--- src/rtl/pool_ifm_reader_cu.sv ---
// -----------------------------------------------------------------------------
// pool_ifm_reader_cu
// Consumer-side control unit for a pooled IFM ping-pong memory set. It answers
// the pool stage's start/end handshake, reads one pooled map (all units at the
// same address) out of the current bank set and streams the words downstream
// over valid/ready. A 2-entry skid buffer absorbs the 1-cycle memory latency so
// backpressure never drops or duplicates a pixel.
//
// Ports
//   clk                       rising-edge clock
//   reset                     synchronous, active-low reset
//   start_from_previous       1-cycle pulse: a full map set is ready
//   end_to_previous           high while a new map set can be accepted
//   ifm_enable_read_current   memory read enable (combinational issue)
//   ifm_address_read_current  memory read address
//   ifm_sel_current           bank set being read
//   ifm_data_in               read data, valid the cycle after the enable
//   pixel_valid/pixel_ready   downstream handshake
//   pixel_data                pixel word, unit 0 in the LSBs
//   pixel_row_end             head pixel is the last column of a row
//   pixel_last                head pixel is the last pixel of the map
// -----------------------------------------------------------------------------
module pool_ifm_reader_cu #(
    parameter int DATA_WIDTH       = 32,
    parameter int IFM_SIZE         = 7,
    parameter int IFM_DEPTH        = 3,
    parameter int NUMBER_OF_UNITS  = 3,
    parameter int NUMBER_OF_BANKS  = IFM_DEPTH / NUMBER_OF_UNITS + 1,
    parameter int ADDRESS_SIZE_IFM = $clog2(IFM_SIZE * IFM_SIZE)
) (
    input  logic                                  clk,
    input  logic                                  reset,
    input  logic                                  start_from_previous,
    output logic                                  end_to_previous,
    output logic                                  ifm_enable_read_current,
    output logic [ADDRESS_SIZE_IFM-1:0]           ifm_address_read_current,
    output logic [$clog2(NUMBER_OF_BANKS)-1:0]    ifm_sel_current,
    input  logic [DATA_WIDTH*NUMBER_OF_UNITS-1:0] ifm_data_in,
    output logic                                  pixel_valid,
    input  logic                                  pixel_ready,
    output logic [DATA_WIDTH*NUMBER_OF_UNITS-1:0] pixel_data,
    output logic                                  pixel_row_end,
    output logic                                  pixel_last
);

    localparam int WORD_W = DATA_WIDTH * NUMBER_OF_UNITS;
    localparam int SEL_W  = $clog2(NUMBER_OF_BANKS);
    localparam int COL_W  = (IFM_SIZE > 1) ? $clog2(IFM_SIZE) : 1;

    localparam logic [ADDRESS_SIZE_IFM-1:0] ADDR_LAST = ADDRESS_SIZE_IFM'(IFM_SIZE * IFM_SIZE - 1);
    localparam logic [COL_W-1:0]            COL_LAST  = COL_W'(IFM_SIZE - 1);
    localparam logic [SEL_W-1:0]            SEL_LAST  = SEL_W'(NUMBER_OF_BANKS - 1);

    typedef enum logic [1:0] {
        S_IDLE,
        S_READ,
        S_DRAIN,
        S_FINISH
    } state_t;

    typedef struct packed {
        logic              last;
        logic              row_end;
        logic [WORD_W-1:0] data;
    } entry_t;

    state_t                      r_state;
    state_t                      w_state_next;
    logic [ADDRESS_SIZE_IFM-1:0] r_addr;
    logic [COL_W-1:0]            r_col;
    logic [SEL_W-1:0]            r_sel;

    // Tags travel alongside the outstanding read so they line up with its data.
    logic                        r_inflight;
    logic                        r_inflight_row_end;
    logic                        r_inflight_last;

    // Entry 0 is always the head; the buffer compacts on pop.
    entry_t                      r_fifo [2];
    logic [1:0]                  r_occ;

    logic                        w_pop;
    logic                        w_push;
    logic                        w_issue;
    logic                        w_done;
    logic [1:0]                  w_pending;
    entry_t                      w_new;

    assign pixel_valid = (r_occ != 2'd0);
    assign w_pop       = pixel_valid & pixel_ready;
    assign w_push      = r_inflight;
    assign w_pending   = r_occ + {1'b0, r_inflight};

    // A pop in the same cycle frees a slot, so issue can continue at full rate.
    assign w_issue     = (r_state == S_READ) & ((w_pending < 2'd2) | w_pop);
    assign w_new       = {r_inflight_last, r_inflight_row_end, ifm_data_in};

    // The map is done when its last pixel leaves and nothing is behind it.
    assign w_done      = w_pop & r_fifo[0].last & (r_occ == 2'd1) & ~r_inflight;

    assign ifm_enable_read_current  = w_issue;
    assign ifm_address_read_current = r_addr;
    assign ifm_sel_current          = r_sel;
    assign pixel_data               = r_fifo[0].data;
    assign pixel_row_end            = pixel_valid & r_fifo[0].row_end;
    assign pixel_last               = pixel_valid & r_fifo[0].last;

    always_comb begin
        w_state_next    = r_state;
        end_to_previous = 1'b0;
        case (r_state)
            S_IDLE: begin
                end_to_previous = 1'b1;
                if (start_from_previous) w_state_next = S_READ;
            end
            S_READ: begin
                if (w_issue && (r_addr == ADDR_LAST)) w_state_next = S_DRAIN;
            end
            S_DRAIN: begin
                if (w_done) w_state_next = S_FINISH;
            end
            S_FINISH: begin
                end_to_previous = 1'b1;
                if (start_from_previous) w_state_next = S_READ;
            end
            default: w_state_next = S_IDLE;
        endcase
    end

    always_ff @(posedge clk) begin
        if (!reset) begin
            r_state            <= S_IDLE;
            r_addr             <= '0;
            r_col              <= '0;
            r_sel              <= '0;
            r_inflight         <= 1'b0;
            r_inflight_row_end <= 1'b0;
            r_inflight_last    <= 1'b0;
            r_occ              <= '0;
            r_fifo[0]          <= '0;
            r_fifo[1]          <= '0;
        end else begin
            r_state            <= w_state_next;
            r_inflight         <= w_issue;
            r_inflight_row_end <= (r_col == COL_LAST);
            r_inflight_last    <= (r_addr == ADDR_LAST);

            if (w_issue) begin
                if (r_addr == ADDR_LAST) r_addr <= '0;
                else                     r_addr <= r_addr + 1'b1;
                if (r_col == COL_LAST || r_addr == ADDR_LAST) r_col <= '0;
                else                                          r_col <= r_col + 1'b1;
            end

            if (r_state == S_DRAIN && w_state_next == S_FINISH) begin
                if (r_sel == SEL_LAST) r_sel <= '0;
                else                   r_sel <= r_sel + 1'b1;
            end

            r_occ <= r_occ + {1'b0, w_push} - {1'b0, w_pop};

            // Pop shifts entry 1 forward; a simultaneous push lands in the
            // slot that is free after the shift (later assignment wins).
            if (w_pop) r_fifo[0] <= r_fifo[1];
            if (w_push) begin
                if (w_pop) begin
                    if (r_occ == 2'd1) r_fifo[0] <= w_new;
                    else               r_fifo[1] <= w_new;
                end else begin
                    if (r_occ == 2'd0) r_fifo[0] <= w_new;
                    else               r_fifo[1] <= w_new;
                end
            end
        end
    end

endmodule

--- config.mk ---
export PLATFORM = sky130hd
export DESIGN_NAME = pool_ifm_reader_cu
export DESIGN_NICKNAME = d
export VERILOG_FILES = /design/src/rtl/pool_ifm_reader_cu.sv
export SDC_FILE = /design/constraint.sdc
export NUM_CORES = 1
export LEC_CHECK = 0
export CORE_UTILIZATION = 40
export CTS_CLUSTER_DIAMETER = 50
export DETAILED_ROUTE_END_ITERATION = 6
export PLACE_DENSITY = 0.65
export SYNTH_ARGS = -nofsm -noshare
export SYNTH_HDL_FRONTEND = slang
export SYNTH_SLANG_ARGS = --single-unit
--- constraint.sdc ---
create_clock -name clk -period 10.54 [get_ports clk]
set_clock_uncertainty 0.2 [all_clocks]
set_input_delay 1.054 -clock clk [delete_from_list [all_inputs] [get_ports clk]]
set_output_delay 1.054 -clock clk [all_outputs]
set_load 0.02 [all_outputs]
# Yosys cells after proc, flatten, opt, wreduce, memory -nomap -nowiden
# Memories as Yosys holds them, arrays and structs flattened.
# Cells that the tools add are included.
op_classes:
  addsub: 5
  mul: 0
  div_mod_pow: 0
  order_cmp: 1
  eq_ne: 7
  n_shift: 0
  mux: 37
  n_bitwise: 14
  n_reduce_logical: 7
op_table:
  columns: ["cell", "n"]
  rows:
  - ["two-way mux 98 bit", 5]
  - ["two-way mux 1 bit", 26]
  - ["bitwise AND 1 bit", 7]
  - ["adder 6 x 1 -> 6 bit, second input constant", 1]
  - ["== test 2 bit, second input constant", 3]
  - ["== test 6 bit, second input constant", 1]
  - ["two-way mux 2 bit", 3]
  - ["two-way mux 6 bit", 1]
  - ["bitwise OR 1 bit", 6]
  - ["one-hot mux 2 bit (3 select lines)", 1]
  - ["== test 2 x 1 -> 1 bit, second input constant", 2]
  - ["logical NOT 2 bit", 2]
  - ["adder 3 x 1 -> 3 bit, second input constant", 1]
  - ["== test 3 bit, second input constant", 1]
  - ["two-way mux 3 bit", 1]
  - ["adder 2 x 1 -> 2 bit", 1]
  - ["logical AND 1 bit", 2]
  - ["less-than comparator 2 bit, second input constant", 1]
  - ["nonzero test 2 bit", 1]
  - ["OR reduction 2 bit", 1]
  - ["subtractor 2 x 1 -> 2 bit", 1]
  - ["adder 1 bit, second input constant", 1]
  - ["logical OR 1 bit", 1]
  - ["inverter 1 bit", 1]
totals:
  regBits: 17
  latchBits: 0
  mem_bits_rw: 196
  romBits: 0
  input_bits: 100
  out_inout_bits: 108
  elab_cells: 80
  memories: 1
memory_table:
  columns: ["name", "words", "word_bits", "rd", "rd_clocked_by_memory_dff", "wr", "line", "rtl"]
  rows:
  - ["r_fifo", 2, 98, 2, 0, 2, "79", "entry_t r_fifo [2];"]

# Depth between registers and ports, before layout
# Gate-level depths: netlist of the first run.
logic_depth:
  depth_word: 9
  mapped_depth: 8
  depth_no_buf: 7

# Least setup slack after synthesis of the first run
# OpenSTA, ideal clock, no wires.
synth_path:
  path_kind: "input -> register"
  start: "input reset"
  end: "memory r_fifo[0][100] (netlist name) (enable)"
  setup_time_ps: 921
  t_arrival_ps: 3171
  required_time_ps: 9419
  slack_ps: 6248
  cell_stages: 3
  path_buffers: 2
  path_cell_list: "clkbuf_1 clkbuf_1 nand2_1"
synth_rtl:
  columns: ["item", "line", "rtl"]
  rows:
  - ["start, declared", "32", "input logic reset,"]
  - ["end, declared", "79", null]

# Worst setup path after layout of the first run
layout_path:
  start: "input pixel_ready"
  end: "output ifm_enable_read_current"
layout_between:
  elab_chain_len: 3
layout_rtl:
  columns: ["item", "line", "rtl"]
  rows:
  - ["start, declared", "40", "input logic pixel_ready,"]
  - ["bitwise AND 1 bit", "90", "assign w_pop = pixel_valid & pixel_ready;"]
  - ["bitwise OR 1 bit", "95", "assign w_issue = (r_state == S_READ) & ((w_pending < 2'd2) | w_pop);"]
  - ["bitwise AND 1 bit", "95", null]
  - ["end, declared", "35", "output logic ifm_enable_read_current,"]
# No other way between the ends.

==> impl_metrics.ini, run 1 <==
[floorplanning]
die_y_um = 157
rows = 56
fp.coreArea_sq_um = 23500
io_pins = 208
dieArea_sq_um = 24700
initial_core_util_pct = 40.9
die_w_um = 157

[synth]
synth_fa_ha_area_share_pct = 1.17
yosys_warnings = 0
synth_cells = 841
synth_compound_area_share_pct = 6.61
syn_area_sq_um = 9640
ys_ff_latch = 213
yosys.area.top_type = edfxtp_1
synthXorXnorAreaFrac_pct = 0.636
postSynthAreaPerCell_sq_um = 11.5
ys_top_cells_by_area = edfxtp_1 (61%), nand2_1 (8.0%), buf_4 (7.8%)
syn_nets = 950
synth_top_area_share_pct = 61.1
synth_top_family_by_area = simple AND/OR/NAND/NOR gates
yosys.cell_types.count = 38
synthSimpleGateAreaFrac_pct = 16.8
synth_edf_count = 196
synth_ff_type = edfxtp_1
async_reset_ff_share_pct = 0
synth_seq_area_share_pct = 64.6
synth_mux_area_share_pct = 0.104

[final_layout]
stdcell_count = 1280
nNetsFinal = 1049
drive_above_1_share_pct = 5.63
area_growth_pct = 25.8
fin_util_pct = 51.5

[clock_tree]
clk_pin_slew_ns = 0.06
cts_made_buffers = 27
cts_root_buf = clkbuf_16
clock_latency_ns = 0.52
cts_sinks = 213
cts_resized = 0
hold_buffers = 0
clock_path_buffers = 3
cts_tree = yes
ctsHtreeMaxLevel = 1
cts_setup_buffers = 0

[timing]
rsz0062_at_grt = no
achievable-frequency_mhz = 226
holdWs_ns = 0.315
slew_viol_final = 0
maxSlewHeadroom_pct = 22.7
setup_violations = 0
fin_crit_ns = 4.43
fin_crit_sh_pct = 42.0
tightest_slew_ns = 1.16
setup_tns_ns = 0
hold_violations = 0

[critical_path]
r2r-start = r_occ[1]
cp-end-kind = output port
crit_arrival_ns = 3.17
worstSetupPathType = input pin to output port
rr_worst_depth = 5
cp_max_fo = 16
startpoint_type = input pin
crit_required_ns = 9.29
timing.rr.end = r_fifo[0][40]
crit_end = ifm_enable_read_current
startpoint = pixel_ready
reg2reg_slack_ns = 7.59

[detailed_routing]
wirelength_um = 20300
antenna_left = 0
drc = 0
dr.pass1.iters = 4
wl_per_cell_um = 15.8
vias = 6066
vias_per_cell = 4.74
drtIter0Drc = 379

[place]
dp.cells = 1230
io_buffers = 207
post-dp-hpwl_um = 11500
gp_congestion = 0.752

[global_routing]
grt_pass1_wl_um = 31100
grt_pass1_vias = 5857
grt_max_degree = 98
grt_util_all_layers_pct = 16.1
gr-total-overflow = 0
antenna_found_initial = 1

[power]
peakVddDrop_uv = 153
power_leakage_nw = 4.40
powerDensity_nw_per_um2 = 247

[flow_run]
cap_violations = 0

[outcome]
run_status = complete, no violations

[min_path]
hold_class = flip-flop to flip-flop
==> where the power goes <==
group	leakage (nW)	internal, mW	total [mW]	switching [mW]
clock network	0.422	0.547	0.904	0.356
logic	1.80	0.344	0.849	0.506
registers	2.18	1.17	1.24	0.0681
==> layout by cell type (no fill, tap or decap), types with 6 or more instances in the layout <==
master / instances
a21oi_1: 104
and2_1: 102
clkbuf_16: 27
clkdlybuf4s50_1: 207
clkinv_1: 6
dfxtp_1: 17
edfxtp_1: 196
ha_1: 9
inv_1: 9
nand2_1: 203
nor2_1: 9
nor2b_1: 10
==> state kept, by name, indices dropped and copies added (netlist names) <==
name and flops:
r_col 3, ifm_sel_current 1, r_state 2, r_fifo 196, r_inflight_last 1, r_occ 2
r_inflight_row_end 1, r_inflight 1, ifm_address_read_current 6
==> worst min path at each step <==
stage	slack [ns]	to	depth (start not counted)	from
final	0.31	r_inflight_row_end	1	r_col[2]
after CTS	0.31	r_inflight_row_end	1	r_col[2]
after floorplan	0.28	r_inflight_row_end	1	r_col[2]
after global placement	0.30	r_inflight_row_end	1	r_col[2]
after detailed placement	0.30	r_inflight_row_end	1	r_col[2]
after global routing	0.35	r_inflight_row_end	1	r_col[2]
==> cell type report <==
cell class	count	area, sq um
Fill cell	2114	11400
Antenna cell	1	2.50
Tap cell	319	399
Inverter	9	33.8
Clock buffer	30	687
Multi-Input combinational cell	478	2470
Sequential cell	213	6230
Clock inverter	19	200
Timing Repair Buffer	211	2100
==> per-stage QoR <==
step / instance area (sq um) / power [mW] / worst slack (ns)
global route: 12100 / 3.13 / 6.00
finish: 12100 / 2.99 / 6.11
global placement: 11200 / 2.10 / 6.16
detailed placement: 11200 / 2.12 / 6.13
floorplan: 9640 / 1.87 / 6.25
CTS: 12100 / 3.03 / 6.12
==> routing by layer <==
layer  wire length [um]  track usage [%]  vias up
met2              10000             27.6      178
met5                 17                0        -
met4                542             5.64        2
li1                   -                -     2958
met1               8450             20.0     2885
met3               1240             3.33       43
==> worst max-delay path, cell delays in order <==
cell,delay (ns)
clkdlybuf4s50_1,0.60
nand2_1,0.13
a221oi_4,0.65
clkdlybuf4s50_1,0.73
==> cell usage after synthesis (9+ instances only) <==
cell type  count
a21oi_1      104
and2_1       103
buf_2         15
buf_4        100
clkbuf_1      21
dfxtp_1       17
edfxtp_1     196
ha_1           9
inv_1          9
nand2_1      206
nor2_1         9
nor2b_1       10
==> kinds of logic after synthesis <==
kind of cell    after synthesis
mux                           1
compound gates              118
simple gates                343
xor+xnor                      7
fa+ha+maj                     9
flops                       213
buf+inv                     150
No activity file was read; power rests on OpenSTA's default activity.
==> run 2, diff against run 1 <==
clock period = 4.2 ns   (was 10.54 ns; I/O delays follow)
==> run 2 against run 1 <==
Global-route usage up 0.15 points. Clock power grew 130%. Largest power group unchanged. Wire length increased by 0.22%.
==> impl_metrics.ini, run 2 (same netlist as run 1, synthesis figures left out) <==
[critical_path]
cp-end-kind = output port
cpPeakStageDelay_ns = 0.63
cp_max_fo = 16
worstSetupPathType = flip-flop to output port
crit_required_ns = 3.58
startpoint_type = flip-flop
rr_worst_depth = 5
timing.rr.end = r_fifo[0][73]
crit_family = buffers and inverters
cp_num_buf_inv = 2
crit_arrival_ns = 2.48
path_cells = ha_1 -> nor2b_1 -> a221oi_4 -> buf_4 -> clkdlybuf4s50_1
r2r-start = r_occ[1]
reg2reg_slack_ns = 1.63
critical_path.slowest_cell = clkdlybuf4s50_1

[clock_tree]
cts_setup_buffers = 0
clk_pin_slew_ns = 0.06
clock_latency_ns = 0.52
cts_resized = 0
clock_path_buffers = 3
cts_tree = yes
ctsHtreeMaxLevel = 1
cts_sinks = 213
cts_made_buffers = 25
cts_root_buf = clkbuf_16
hold_buffers = 0

[min_path]
hold_class = flip-flop to flip-flop
hold_path_depth = 1
min_from = r_col[2]
whs_endpoint = r_inflight_row_end

[global_routing]
grt_pass1_wl_um = 31400
antenna_found_initial = 0
grt_pass1_vias = 5899
gr-total-overflow = 0
grt_util_all_layers_pct = 16.2
grt_max_degree = 66

[power]
powerDensity_nw_per_um2 = 605
power_frac_clock_pct = 28.1
p_sw_mw = 2.29
total_power_mw = 7.34
power_leakage_nw = 4.42
swShare_pct = 31.2
p_comb_share_pct = 29.6
peakVddDrop_uv = 387
p_seq_share_pct = 42.4
power.internal_mw = 5.05

[timing]
hold_violations = 0
fin_crit_ns = 3.10
setup_violations = 0
fin_crit_sh_pct = 73.9
achievable-frequency_mhz = 322
rsz0062_at_grt = no
setup_tns_ns = 0
slew_viol_final = 0
maxSlewHeadroom_pct = 34.5
tightest_slew_ns = 0.979

[outcome]
run_status = complete, no violations

[final_layout]
layout_common_cells = clkdlybuf4s50_1 (207), nand2_1 (203), edfxtp_1 (196), a21oi_1 (104), and2_1 (102)
area_growth_pct = 25.8
antenna_cells = 0
top_register = r_fifo
final_common_cell = clkdlybuf4s50_1
nNetsFinal = 1057
drive_above_1_share_pct = 6.00
largest_reg_flops = 196

[floorplanning]
fp.coreArea_sq_um = 23500
initial_core_util_pct = 40.9
die_w_um = 157
die_y_um = 157
dieArea_sq_um = 24700
io_pins = 208
rows = 56

[detailed_routing]
vias_per_cell = 4.74
dr.pass1.iters = 4
wl_per_cell_um = 15.8
antenna_left = 0
wirelength_um = 20300
drc = 0
drtIter0Drc = 313
vias = 6093

[flow_run]
cap_violations = 0

[place]
io_buffers = 207
post-dp-hpwl_um = 12400
gp_congestion = 0.750
==> run 2: routing by layer <==
metal	up-vias	part of all wire (%)	global-route usage [%]
li1	2968	-	-
met1	2888	41	20.4
met2	199	49	27.8
met3	38	6.8	3.14
met4	0	2.7	5.78
met5	-	0	0
==> run 2: power groups by stage <==
stage | sequential (mW) | clock, mW | combinational (mW)
CTS | 3.12 | 2.11 | 2.21
finish | 3.11 | 2.06 | 2.17
global placement | 3.15 | 0 | 2.16
floorplan | 3.13 | 0 | 1.58
detailed placement | 3.15 | 0 | 2.20
global route | 3.15 | 2.20 | 2.37
==> run 2: final cells by class <==
type / count / area, sq um
inverters: 9 / 33.8
multi-input cells: 478 / 2470
fillers: 2120 / 11400
repair buffers: 221 / 2200
well taps: 319 / 399
clock buffers: 29 / 641
clock inverters: 17 / 145
flip-flops and latches: 213 / 6230
==> run 2: worst max-delay path by stage <==
| stage | start | endpoint | depth (start not counted) |
|---|---|---|---|
| after floorplan | reset | r_fifo[0][100] | 3 |
| after global placement | pixel_ready | r_fifo[0][50] | 5 |
| after detailed placement | pixel_ready | r_fifo[0][24] | 5 |
| after CTS | r_inflight | ifm_enable_read_current | 5 |
| after global routing | r_inflight | ifm_enable_read_current | 5 |
| final | r_inflight | ifm_enable_read_current | 5 |
==> run 2: through the flow <==
step | utilization, % | hold slack [ns] | worst slack [ns] | cells | instance area, sq um
after detailed placement | 48.2 | 0.297 | 1.20 | 1240 | 11300
after floorplan | - | 0.283 | 0.542 | 841 | 9640
after global routing | 51.5 | 0.333 | 0.948 | 1286 | 12100
after global placement | 48.2 | 0.300 | 1.29 | 1240 | 11300
after CTS | 51.5 | 0.309 | 1.06 | 1286 | 12100
final | 51.5 | 0.309 | 1.10 | 1286 | 12100
==> run 2: worst reg2reg max path: stages (launching register included) <==
cell	delay, ns
dfxtp_1	0.41
nor2_2	0.30
nor2b_2	0.12
o21ai_4	0.77
buf_12	0.38
a21oi_1	0.14
==> run 3, diff against run 2 <==
PLACE_DENSITY = 0.68   (was 0.65)
clock period = 2.53 ns   (was 4.2 ns; I/O delays follow)
==> run 3 against run 2 <==
Clock power grew 82%. Register-to-register slack lost 1.3 ns. Critical endpoint is now pixel_last. Critical path depth shrank 2.
==> impl_metrics.ini, run 3 (same netlist as run 1, synthesis figures left out) <==
[critical_path]
path_cells = nor2_2 -> nor2b_1 -> clkdlybuf4s50_1
rr_worst_depth = 7
crit_family = buffers and inverters
cp_max_fo = 8
worstSetupPathType = flip-flop to output port
cp_num_buf_inv = 1
cp-end-kind = output port
reg2reg_slack_ns = 0.37
crit_required_ns = 2.08
crit_arrival_ns = 2.00
cpPeakStageDelay_ns = 0.65
r2r-start = r_inflight
critical_path.slowest_cell = clkdlybuf4s50_1
timing.rr.end = ifm_sel_current
startpoint_type = flip-flop

[global_routing]
grt_util_all_layers_pct = 16.8
antenna_found_initial = 0
grt_max_degree = 70
grt_pass1_vias = 6025
gr-total-overflow = 0
grt_pass1_wl_um = 32100

[final_layout]
nNetsFinal = 1064
fin_util_pct = 52.8
layout_common_cells = clkdlybuf4s50_1 (205), nand2_1 (203), edfxtp_1 (196), a21oi_1 (104), and2_1 (102)
drive_above_1_share_pct = 7.08
final_common_cell = clkdlybuf4s50_1
top_register = r_fifo
area_growth_pct = 28.9
largest_reg_flops = 196
final_area_sq_um = 12400
fill_cells = 2078

[timing]
fin_crit_ns = 2.45
fin_crit_sh_pct = 96.8
setup_violations = 0
tightest_slew_ns = 0.507
maxSlewHeadroom_pct = 66.1
holdWs_ns = 0.219
setup_tns_ns = 0
hold_violations = 0
rsz0062_at_grt = no
achievable-frequency_mhz = 408
slew_viol_final = 0

[clock_tree]
cts_tree = yes
cts_sinks = 213
cts_made_buffers = 27
clock_latency_ns = 0.51
ctsHtreeMaxLevel = 1
cts_setup_buffers = 0
cts_root_buf = clkbuf_16
clock_path_buffers = 3
hold_buffers = 0
cts_resized = 1
clk_pin_slew_ns = 0.06

[min_path]
min_from = ifm_data_in[73]
hold_class = input pin to flip-flop
whs_endpoint = r_fifo[0][171]
hold_path_depth = 2

[power]
power_leakage_nw = 4.55
total_power_mw = 12.7
powerDensity_nw_per_um2 = 1020
peakVddDrop_uv = 599

[detailed_routing]
drc = 0
drtIter0Drc = 327
antenna_left = 0
vias_per_cell = 4.73
vias = 6121
dr.pass1.iters = 6
wl_per_cell_um = 16.1
wirelength_um = 20800

[floorplanning]
fp.coreArea_sq_um = 23500
dieArea_sq_um = 24700
die_w_um = 157
die_y_um = 157
io_pins = 208
rows = 56
initial_core_util_pct = 40.9

[outcome]
run_status = complete, no violations

[flow_run]
cap_violations = 0

[place]
placed_area_sq_um = 11500
post-dp-hpwl_um = 13100
gp_congestion = 0.773
io_buffers = 207
## run 3: worst max path at each step
stage / startpoint / end / cells past startpoint / slack, ns
floorplan: r_occ[1] / r_fifo[0][0] / 5 / -0.05
global placement: pixel_ready / ifm_enable_read_current / 4 / 0.17
detailed placement: pixel_ready / ifm_enable_read_current / 4 / 0.17
CTS: r_inflight / ifm_enable_read_current / 4 / 0.03
global route: r_inflight / ifm_enable_read_current / 4 / 0.009
finish: r_occ[1] / pixel_last / 3 / 0.08
## run 3: area by class of cell
class / count / area, sq um / area share, %
Multi-Input combinational cell: 478 / 2470 / 19.9
Tap cell: 319 / 399 / 3.21
Antenna cell: 1 / 2.50 / 0.0201
Clock buffer: 31 / 691 / 5.56
Inverter: 9 / 33.8 / 0.272
Timing Repair Buffer: 226 / 2400 / 19.4
Sequential cell: 213 / 6230 / 50.1
Clock inverter: 18 / 193 / 1.55
## run 3: power breakdown
part           total (mW)  leakage [nW]  internal, mW  switching [mW]
Combinational        3.77          1.95          1.62            2.15
Clock                3.75         0.421          2.28            1.47
Sequential           5.15          2.18          4.86           0.289
## run 3: per-layer routing
metal	vias to the layer above	wire length (um)	GRT usage (%)
met1	2932	8750	21.3
li1	2986	-	-
met5	-	0	0
met3	32	1300	3.17
met2	171	10300	28.8
met4	0	505	5.92
## run 3: worst register-to-register path: cells and delay by family, from the launching register on
family / cells / cell delay, ns
buffers and inverters: 1 / 0.25
AOI/OAI and AO/OA: 2 / 0.42
adders and majority gates: 1 / 0.28
DFF: 1 / 0.39
and+or+nand+nor: 3 / 0.52
## run 3: stage by stage
step	setup slack (ns)	cells
global route	0.00900	1294
detailed placement	0.165	1245
CTS	0.0258	1294
global placement	0.174	1245
finish	0.0806	1295
floorplan	-0.0535	841
